File: config.mk
export PLATFORM = sky130hd
export DESIGN_NAME = regfile_stream_reader
export DESIGN_NICKNAME = d
export VERILOG_FILES = /design/src/rtl/regfile_stream_reader.sv
export SDC_FILE = /design/constraint.sdc
export NUM_CORES = 1
export LEC_CHECK = 0
export CORE_MARGIN = 3
export CORE_UTILIZATION = 35
export CTS_CLUSTER_DIAMETER = 120
export DETAILED_ROUTE_END_ITERATION = 10
export PLACE_DENSITY = 0.67
export RECOVER_POWER = 50
export SKIP_LAST_GASP = 1
export SYNTH_ARGS = -nofsm -noshare
export SYNTH_HDL_FRONTEND = slang
export SYNTH_SLANG_ARGS = --single-unit
File: constraint.sdc
create_clock -name clk -period 1.6 [get_ports clk]
set_input_delay 0.32 -clock clk [delete_from_list [all_inputs] [get_ports clk]]
set_output_delay 0.32 -clock clk [all_outputs]
set_load 0.05 [all_outputs]
File: src/rtl/regfile_stream_reader.sv
`default_nettype none
// ============================================================================
// Module   : regfile_stream_reader
// Purpose  : Reads a burst of register-file words and streams them out on a
//            valid/ready interface with a last-beat marker.
// Options  : `define REGFILE_READER_STRIDE_EN adds a per-command stride input.
// Revision : 1.0
// ============================================================================
module regfile_stream_reader #(
    parameter int DATA_WIDTH    = 8,
    parameter int DATA_DEPTH    = 32,
    parameter int ADDRESS_WIDTH = 5
) (
    input  logic                     clk,
    input  logic                     rst,
    input  logic                     cmd_valid,
    output logic                     cmd_ready,
    input  logic [ADDRESS_WIDTH-1:0] cmd_base,
    input  logic [ADDRESS_WIDTH:0]   cmd_len,
`ifdef REGFILE_READER_STRIDE_EN
    input  logic [ADDRESS_WIDTH-1:0] cmd_stride,
`endif
    output logic [ADDRESS_WIDTH-1:0] rd_addr,
    input  logic [DATA_WIDTH-1:0]    rd_data,
    output logic                     out_valid,
    input  logic                     out_ready,
    output logic [DATA_WIDTH-1:0]    out_data,
    output logic                     out_last,
    output logic                     busy,
    output logic                     done
);

    localparam logic [ADDRESS_WIDTH:0] c_depth = (ADDRESS_WIDTH+1)'(DATA_DEPTH);
    localparam logic [ADDRESS_WIDTH:0] c_one   = (ADDRESS_WIDTH+1)'(1);

    typedef enum logic [0:0] {
        S_IDLE   = 1'b0,
        S_STREAM = 1'b1
    } state_t;

    state_t                   r_state;
    state_t                   w_state_nx;
    logic [ADDRESS_WIDTH-1:0] r_ptr;
    logic [ADDRESS_WIDTH:0]   r_remaining;
    logic                     r_out_valid;
    logic                     r_out_last;
    logic [DATA_WIDTH-1:0]    r_out_data;
    logic                     r_done;

    logic                     w_accept;
    logic                     w_load;
    logic                     w_finish;
    logic [ADDRESS_WIDTH-1:0] w_base;
    logic [ADDRESS_WIDTH:0]   w_len;
    logic [ADDRESS_WIDTH:0]   w_stride;
    logic [ADDRESS_WIDTH:0]   w_sum;
    logic [ADDRESS_WIDTH-1:0] w_ptr_nx;

    // Out-of-range bases restart at word 0; lengths saturate at the file size.
    assign w_base = ({1'b0, cmd_base} >= c_depth) ? '0 : cmd_base;
    assign w_len  = (cmd_len > c_depth) ? c_depth : cmd_len;

`ifdef REGFILE_READER_STRIDE_EN
    logic [ADDRESS_WIDTH:0] r_stride;
    logic [ADDRESS_WIDTH:0] w_stride_in;

    assign w_stride_in = {1'b0, cmd_stride} % c_depth;
    assign w_stride    = r_stride;

    always_ff @(posedge clk or posedge rst) begin
        if (rst) begin
            r_stride <= '0;
        end else if (w_accept) begin
            r_stride <= w_stride_in;
        end
    end
`else
    assign w_stride = c_one;
`endif

    // Both operands are below DATA_DEPTH, so one conditional subtract wraps.
    assign w_sum    = {1'b0, r_ptr} + w_stride;
    assign w_ptr_nx = (w_sum >= c_depth) ? ADDRESS_WIDTH'(w_sum - c_depth)
                                         : ADDRESS_WIDTH'(w_sum);

    always_ff @(posedge clk or posedge rst) begin
        if (rst) begin
            r_state <= S_IDLE;
        end else begin
            r_state <= w_state_nx;
        end
    end

    always_comb begin
        w_state_nx = r_state;
        w_accept   = 1'b0;
        w_load     = 1'b0;
        w_finish   = 1'b0;
        case (r_state)
            S_IDLE: begin
                w_accept = cmd_valid;
                if (cmd_valid && (w_len != '0)) begin
                    w_state_nx = S_STREAM;
                end
            end
            S_STREAM: begin
                w_load   = (r_remaining != '0) && (!r_out_valid || out_ready);
                w_finish = r_out_valid && out_ready && r_out_last;
                if (w_finish) begin
                    w_state_nx = S_IDLE;
                end
            end
            default: w_state_nx = S_IDLE;
        endcase
    end

    always_ff @(posedge clk or posedge rst) begin
        if (rst) begin
            r_ptr       <= '0;
            r_remaining <= '0;
            r_out_valid <= 1'b0;
            r_out_last  <= 1'b0;
            r_out_data  <= '0;
            r_done      <= 1'b0;
        end else begin
            r_done <= w_finish || (w_accept && (w_len == '0));
            if (w_accept) begin
                r_ptr       <= w_base;
                r_remaining <= w_len;
            end
            if (w_load) begin
                r_out_data  <= rd_data;
                r_out_valid <= 1'b1;
                r_out_last  <= (r_remaining == c_one);
                r_ptr       <= w_ptr_nx;
                r_remaining <= r_remaining - c_one;
            end else if (r_out_valid && out_ready) begin
                r_out_valid <= 1'b0;
            end
        end
    end

    assign cmd_ready = (r_state == S_IDLE);
    assign busy      = (r_state == S_STREAM);
    assign rd_addr   = r_ptr;
    assign out_valid = r_out_valid;
    assign out_data  = r_out_data;
    assign out_last  = r_out_last;
    assign done      = r_done;

endmodule
`default_nettype wire
======== Yosys cells after proc, flatten, opt, wreduce, memory -nomap -nowiden ========
Cells that the tools add are included.
W data, S select, Z words.
operators by class
  bitwise gates (word level) .............. 1
  reduce and logical (&&, ||, !) cells .... 13
  add/subtract/negate cells ............... 3
  order comparisons ....................... 2
  equal/unequal tests ..................... 1
  mux-type cells .......................... 14
operators by type and width
  kind                   number
  $mux W6                3
  $mux W5                3
  $reduce_bool A6 Y1     2
  $mux W1                7
  $add A5 B1 Y6 const B  1
  $eq A6 B1 Y1 const B   1
  $ge A6 B6 Y1 const B   1
  $gt A6 B6 Y1 const B   1
  $logic_not A6 Y1       1
  $sub A6 B1 Y6 const B  1
  $logic_and A1 B1 Y1    5
  $sub A5 B1 Y5 const B  1
  $reduce_bool A2 Y1     2
  $logic_or A1 B1 Y1     2
  $pmux W1 S2            1
  $logic_not A1 Y1       1
  $not A1 Y1             1
word-level totals
  input bits .............................. 23
  output and inout bits ................... 18
  word-level logic and storage cells ...... 41
  register bits after elaboration ......... 23

======== Depth between registers and ports, before layout ========
  depth in word-level cells ............... 6
  mapped depth ............................ 7
  gate-level depth less buffers ........... 6

======== Least setup slack after synthesis ========
No wires, ideal clock.
  path type ............................... register to register
  from .................................... register r_state (netlist: busy)
  to ...................................... register r_remaining[4]
  stages on the path, launching flop included .. 5
  path slack .............................. -0.106 ns
  required time ........................... 1.531 ns
  arrival time ............................ 1.637 ns
  period minus slack after synthesis ...... 1.706 ns
  buffers on the path ..................... 1
  library setup time ...................... 0.069 ns
  cell sequence ........................... dfrtp_1 -> buf_2 -> nand2_1 -> or4_2 -> nand3_1
on the way
  cells in the longest elaborated chain, start to end .. 2
  elaborated cells on any way between the ends .. 4
  those cells by class .................... mux: 3; reduce/logical: 1
RTL lines
  element                                        RTL line  text
  start: declaration                             41        state_t r_state;
  start signal: assignment                       90        r_state <= w_state_nx;
  $mux W1                                        99        case (r_state)
  $mux W6 or $reduce_bool A2 Y1 (tied branches)  -
  end signal: assignment                         129       r_remaining <= w_len;
  end signal: assignment                         136       r_remaining <= r_remaining - c_one;
  end: declaration                               44        logic [ADDRESS_WIDTH:0] r_remaining;
Several ways; a longest one is shown, not always the timed one.
A chain may end at the register's enable or synchronous reset.

======== Final worst setup path ========
  from .................................... register r_remaining[3]
  to ...................................... register r_out_data[3] (netlist: out_data[3])
on the way
  cells in the longest elaborated chain, start to end .. 3
RTL lines
  element                 RTL line  text
  $reduce_bool A6 Y1      107       w_load = (r_remaining != '0) && (!r_out_valid || out_ready);
  $logic_and A1 B1 Y1     107
  $mux W1                 99
  end signal: assignment  132       r_out_data <= rd_data;
  end: declaration        47        logic [DATA_WIDTH-1:0] r_out_data;
No other way between the ends.

==> impl_table.tex <==
\begin{tabular}{lr}
\hline
Metric & Value \\
\hline
\multicolumn{2}{l}{\textbf{Clock network}} \\
\quad Post-CTS Hold Fix Bufs & 0 \\
\quad CTS Root Buffer Type & clkbuf\_4 \\
\quad H-tree Lvls & 1 \\
\quad Buffer levels on the longest clock path & 2 \\
\quad Clk sink count & 23 \\
\quad Worst-Skew Late Latency & 0.31 ns \\
\quad Num CTS Buffers & 3 \\
\quad Clock edge transition at the registers on the reported setup and hold paths & $\sim$0.13 ns \\
\quad Clock tree from TritonCTS & yes \\
\multicolumn{2}{l}{\textbf{Die}} \\
\quad Initial Utilization & 0.375 \\
\quad Die span in x & 63.7 um \\
\quad Y dimension of the die & 63.7 um \\
\quad CORE AREA & 3100 sq um \\
\quad Area of the die & 4050 sq um \\
\quad Top-level port count & 41 \\
\quad Number of core rows & 20 \\
\multicolumn{2}{l}{\textbf{Layout}} \\
\quad Number of nets in the finished design & roughly 200 \\
\quad Commonest cells after routing, fill and taps aside & buf\_4, dfrtp\_1, clkdlybuf4s50\_1 \\
\quad Post-Layout Cell Count & around 210 \\
\quad Number of fillers in the final layout & between 200 and 300 \\
\quad Core utilization of the finished layout & 0.619 \\
\quad Design area & 1920 sq um \\
\quad Multi-input combinational cell area & roughly 590 sq um \\
\quad Antenna diode count & 0 \\
\quad Share of layout cells above drive strength 1 & 0.393 \\
\quad Storage element area & 577 sq um \\
\quad Most common cell after layout, fill and taps aside & buf\_4 \\
\quad Signed area change from the synthesized netlist to the final layout & 64.9\% \\
\multicolumn{2}{l}{\textbf{STA}} \\
\quad Final count of pins violating max slew & 0 \\
\quad Share of the clock period used by the worst path & 1.00 \\
\quad Final number of setup-violating endpoints & 2 \\
\quad Final critical delay including setup and external delays & 1.61 ns \\
\quad Setup TNS & -0.00795 ns \\
\quad Maximum clock frequency & 0.623 GHz \\
\quad Worst-case setup margin in the final layout & -0.00548 ns \\
\quad Number of hold violations in the final report & 0 \\
\quad Headroom to the max-slew limit & 0.617 \\
\quad Minimum hold slack & around 0.53 ns \\
\quad Transition time of the tightest slew-check pin & 0.575 ns \\
\quad Setup repair after global routing missed its margin & yes \\
\quad Setup clock skew after layout & $\sim$0.0028 ns \\
\multicolumn{2}{l}{\textbf{Worst setup path}} \\
\quad Maximum fanout along the worst path & 7 \\
\quad Arrival time of the worst setup path & 1.81 ns \\
\quad Slowest cell on crit path & or3\_4 \\
\quad Crit Path Class & reg2reg \\
\quad Ordered list of cells on the worst path & or3\_4, o211ai\_4, buf\_6, mux2\_2 \\
\quad Crit path largest cell delay & 0.41 ns \\
\quad Crit path required time & 1.81 ns \\
\quad Crit start category & flop \\
\quad Critical path endpoint category & flop \\
\multicolumn{2}{l}{\textbf{Worst hold path}} \\
\quad Hold crit path type & reg2reg \\
\multicolumn{2}{l}{\textbf{GRT}} \\
\quad First-pass GRT wire length & 4910 um \\
\quad Maximum number of pins on one net before global-route repair & 24 \\
\quad Total gr overflow & 0 \\
\quad Initial antenna violation count & 0 \\
\quad Vias in the first global route & 1072 \\
\quad GRT Resource Usage Total & 0.153 \\
\multicolumn{2}{l}{\textbf{Route}} \\
\quad Number of detailed-routing iterations run before antenna repair & 4 \\
\quad ANT nets after route & 0 \\
\quad DRC violations left & 0 \\
\quad Via density per instance & between 4 and 5 \\
\quad Vias post-DR & 1045 \\
\quad Routed wire length per instance & 14.3 um \\
\quad Total wire length & 3040 um \\
\quad Violation count after the first detailed-routing iteration & 50 \\
\multicolumn{2}{l}{\textbf{Job}} \\
\quad Max-capacitance violation count & 0 \\
\multicolumn{2}{l}{\textbf{Synthesis}} \\
\quad Distinct cells, synth & 29 \\
\quad Sequential area share after synthesis & 0.495 \\
\quad Post-synthesis cell area & 1160 sq um \\
\quad Register bit count reported by yosys & 23 \\
\quad Synthesized Nets & around 130 \\
\quad Synthesis warning total & 0 \\
\quad Synthesized netlist cell count & $\sim$110 \\
\quad Synthesized area per cell & roughly 11 sq um \\
\multicolumn{2}{l}{\textbf{Run status}} \\
\quad Violations in the final reports & setup timing \\
\quad Result of the run & finished, violations left \\
\multicolumn{2}{l}{\textbf{Placed design}} \\
\quad Last weighted congestion value of the routability-driven placer & 0.864 \\
\quad Half-perimeter wire length after detailed placement & 2270 um \\
\quad Post-Place Cell Area & $\sim$1800 sq um \\
\quad Count of buffers from port buffering & 40 \\
\quad Pre-CTS worst setup slack & -0.229 ns \\
\quad Number of instances in the placed design & $\sim$200 \\
\multicolumn{2}{l}{\textbf{Pwr}} \\
\quad Power Density & 2330 nW/um\^{}2 \\
\quad Total design power & roughly 4.5 mW \\
\quad Static Leak & 0.860 nW \\
\quad Worst VDD drop & 0.00105 V \\
\hline
\end{tabular}
## cell usage after synthesis (all sizes together)
library cell   n  area share
dfrtp         23        0.49
nand2         15       0.048
nand3         11       0.047
o211ai         9       0.070
mux2           8       0.090
buf            5       0.035
inv            5       0.016
nand2b         5       0.027
o311ai         4       0.030
ha             3       0.032
nor2           3      0.0097
nor3           2      0.0086
o31ai          2       0.013
a21o           1      0.0065
a22o           1      0.0075
a32oi          1      0.0075
mux2i          1      0.0086
nand3b         1      0.0065
nor2b          1      0.0054
nor4           1      0.0054
o21ai          1      0.0075
o22ai          1      0.0054
or3            1      0.0097
or4            1      0.0075
## repair_timing
item,4_1_cts,5_1_grt
resized for setup,11,7
pin swaps,4,4
gates cloned,0,1
setup endpoints to repair,19,17
setup buffers,5,0
## worst max-delay path, delay by kind of cell, from the launching register on
kind	cells	cell delay (ns)
and+or+nand+nor	1	0.41
DFF	1	0.40
muxes	1	0.33
AOI/OAI and AO/OA	1	0.19
buffers and inverters	1	0.17
## logic make-up after synthesis
group | synth area share
AO/OA/AOI/OAI | 0.147
adder cells (fa/ha/maj) | 0.0323
buffers and inverters | 0.0516
flip-flops | 0.495
multiplexers | 0.0989
AND/OR/NAND/NOR | 0.175
## where the power goes
part	internal, mW	total (mW)	switching [mW]
clock	0.0933	0.268	0.175
combinational	1.49	3.07	1.58
sequential	0.860	1.13	0.273
total	2.44	4.47	2.03
## sequential cells by signal (all words and copies together), names as in the netlist
signal	count
out_last	1
out_data	8
rd_addr	5
done	1
out_valid	1
r_remaining	6
busy	1
## per-layer routing
| layer | global-route usage | share of wire | up-vias | routed length [um] |
|---|---|---|---|---|
| met1 | 0.188 | 0.44 | 503 | 1330 |
| met3 | 0.0250 | 0.029 | 4 | 89 |
| met2 | 0.263 | 0.52 | 24 | 1580 |
| met5 | 0 | 0 | - | 0 |
| met4 | 0.0620 | 0.015 | 0 | 46 |
| li1 | - | - | 514 | - |
## cell type report
type / count / area share
Inverter: 5 / 0.00978
Clock inverter: 1 / 0.00261
Clock buffer: 3 / 0.0117
Multi-Input combinational cell: 73 / 0.306
Tap cell: 44 / 0.0287
Timing Repair Buffer: 63 / 0.341
Sequential cell: 23 / 0.301
## worst paths after layout
| kind | from | endpoint | slack [ns] | cells after the start |
|---|---|---|---|---|
| worst max register to register | r_remaining[3]$_DFFE_PP0P_ | out_data[3]$_DFFE_PP0P_ | -0.005 | 4 |
| worst min register to register | out_data[2]$_DFFE_PP0P_ | out_data[2]$_DFFE_PP0P_ | 0.53 | 1 |
| max in group asynchronous | rst | busy$_DFF_PP0_ | 0.62 | 3 |
| min in group asynchronous | rst | out_data[0]$_DFFE_PP0P_ | 0.57 | 3 |
| worst max-delay path | r_remaining[3]$_DFFE_PP0P_ | out_data[3]$_DFFE_PP0P_ | -0.005 | 4 |
| worst min-delay path | out_data[2]$_DFFE_PP0P_ | out_data[2]$_DFFE_PP0P_ | 0.53 | 1 |
Power figures use the tool's default switching activity.
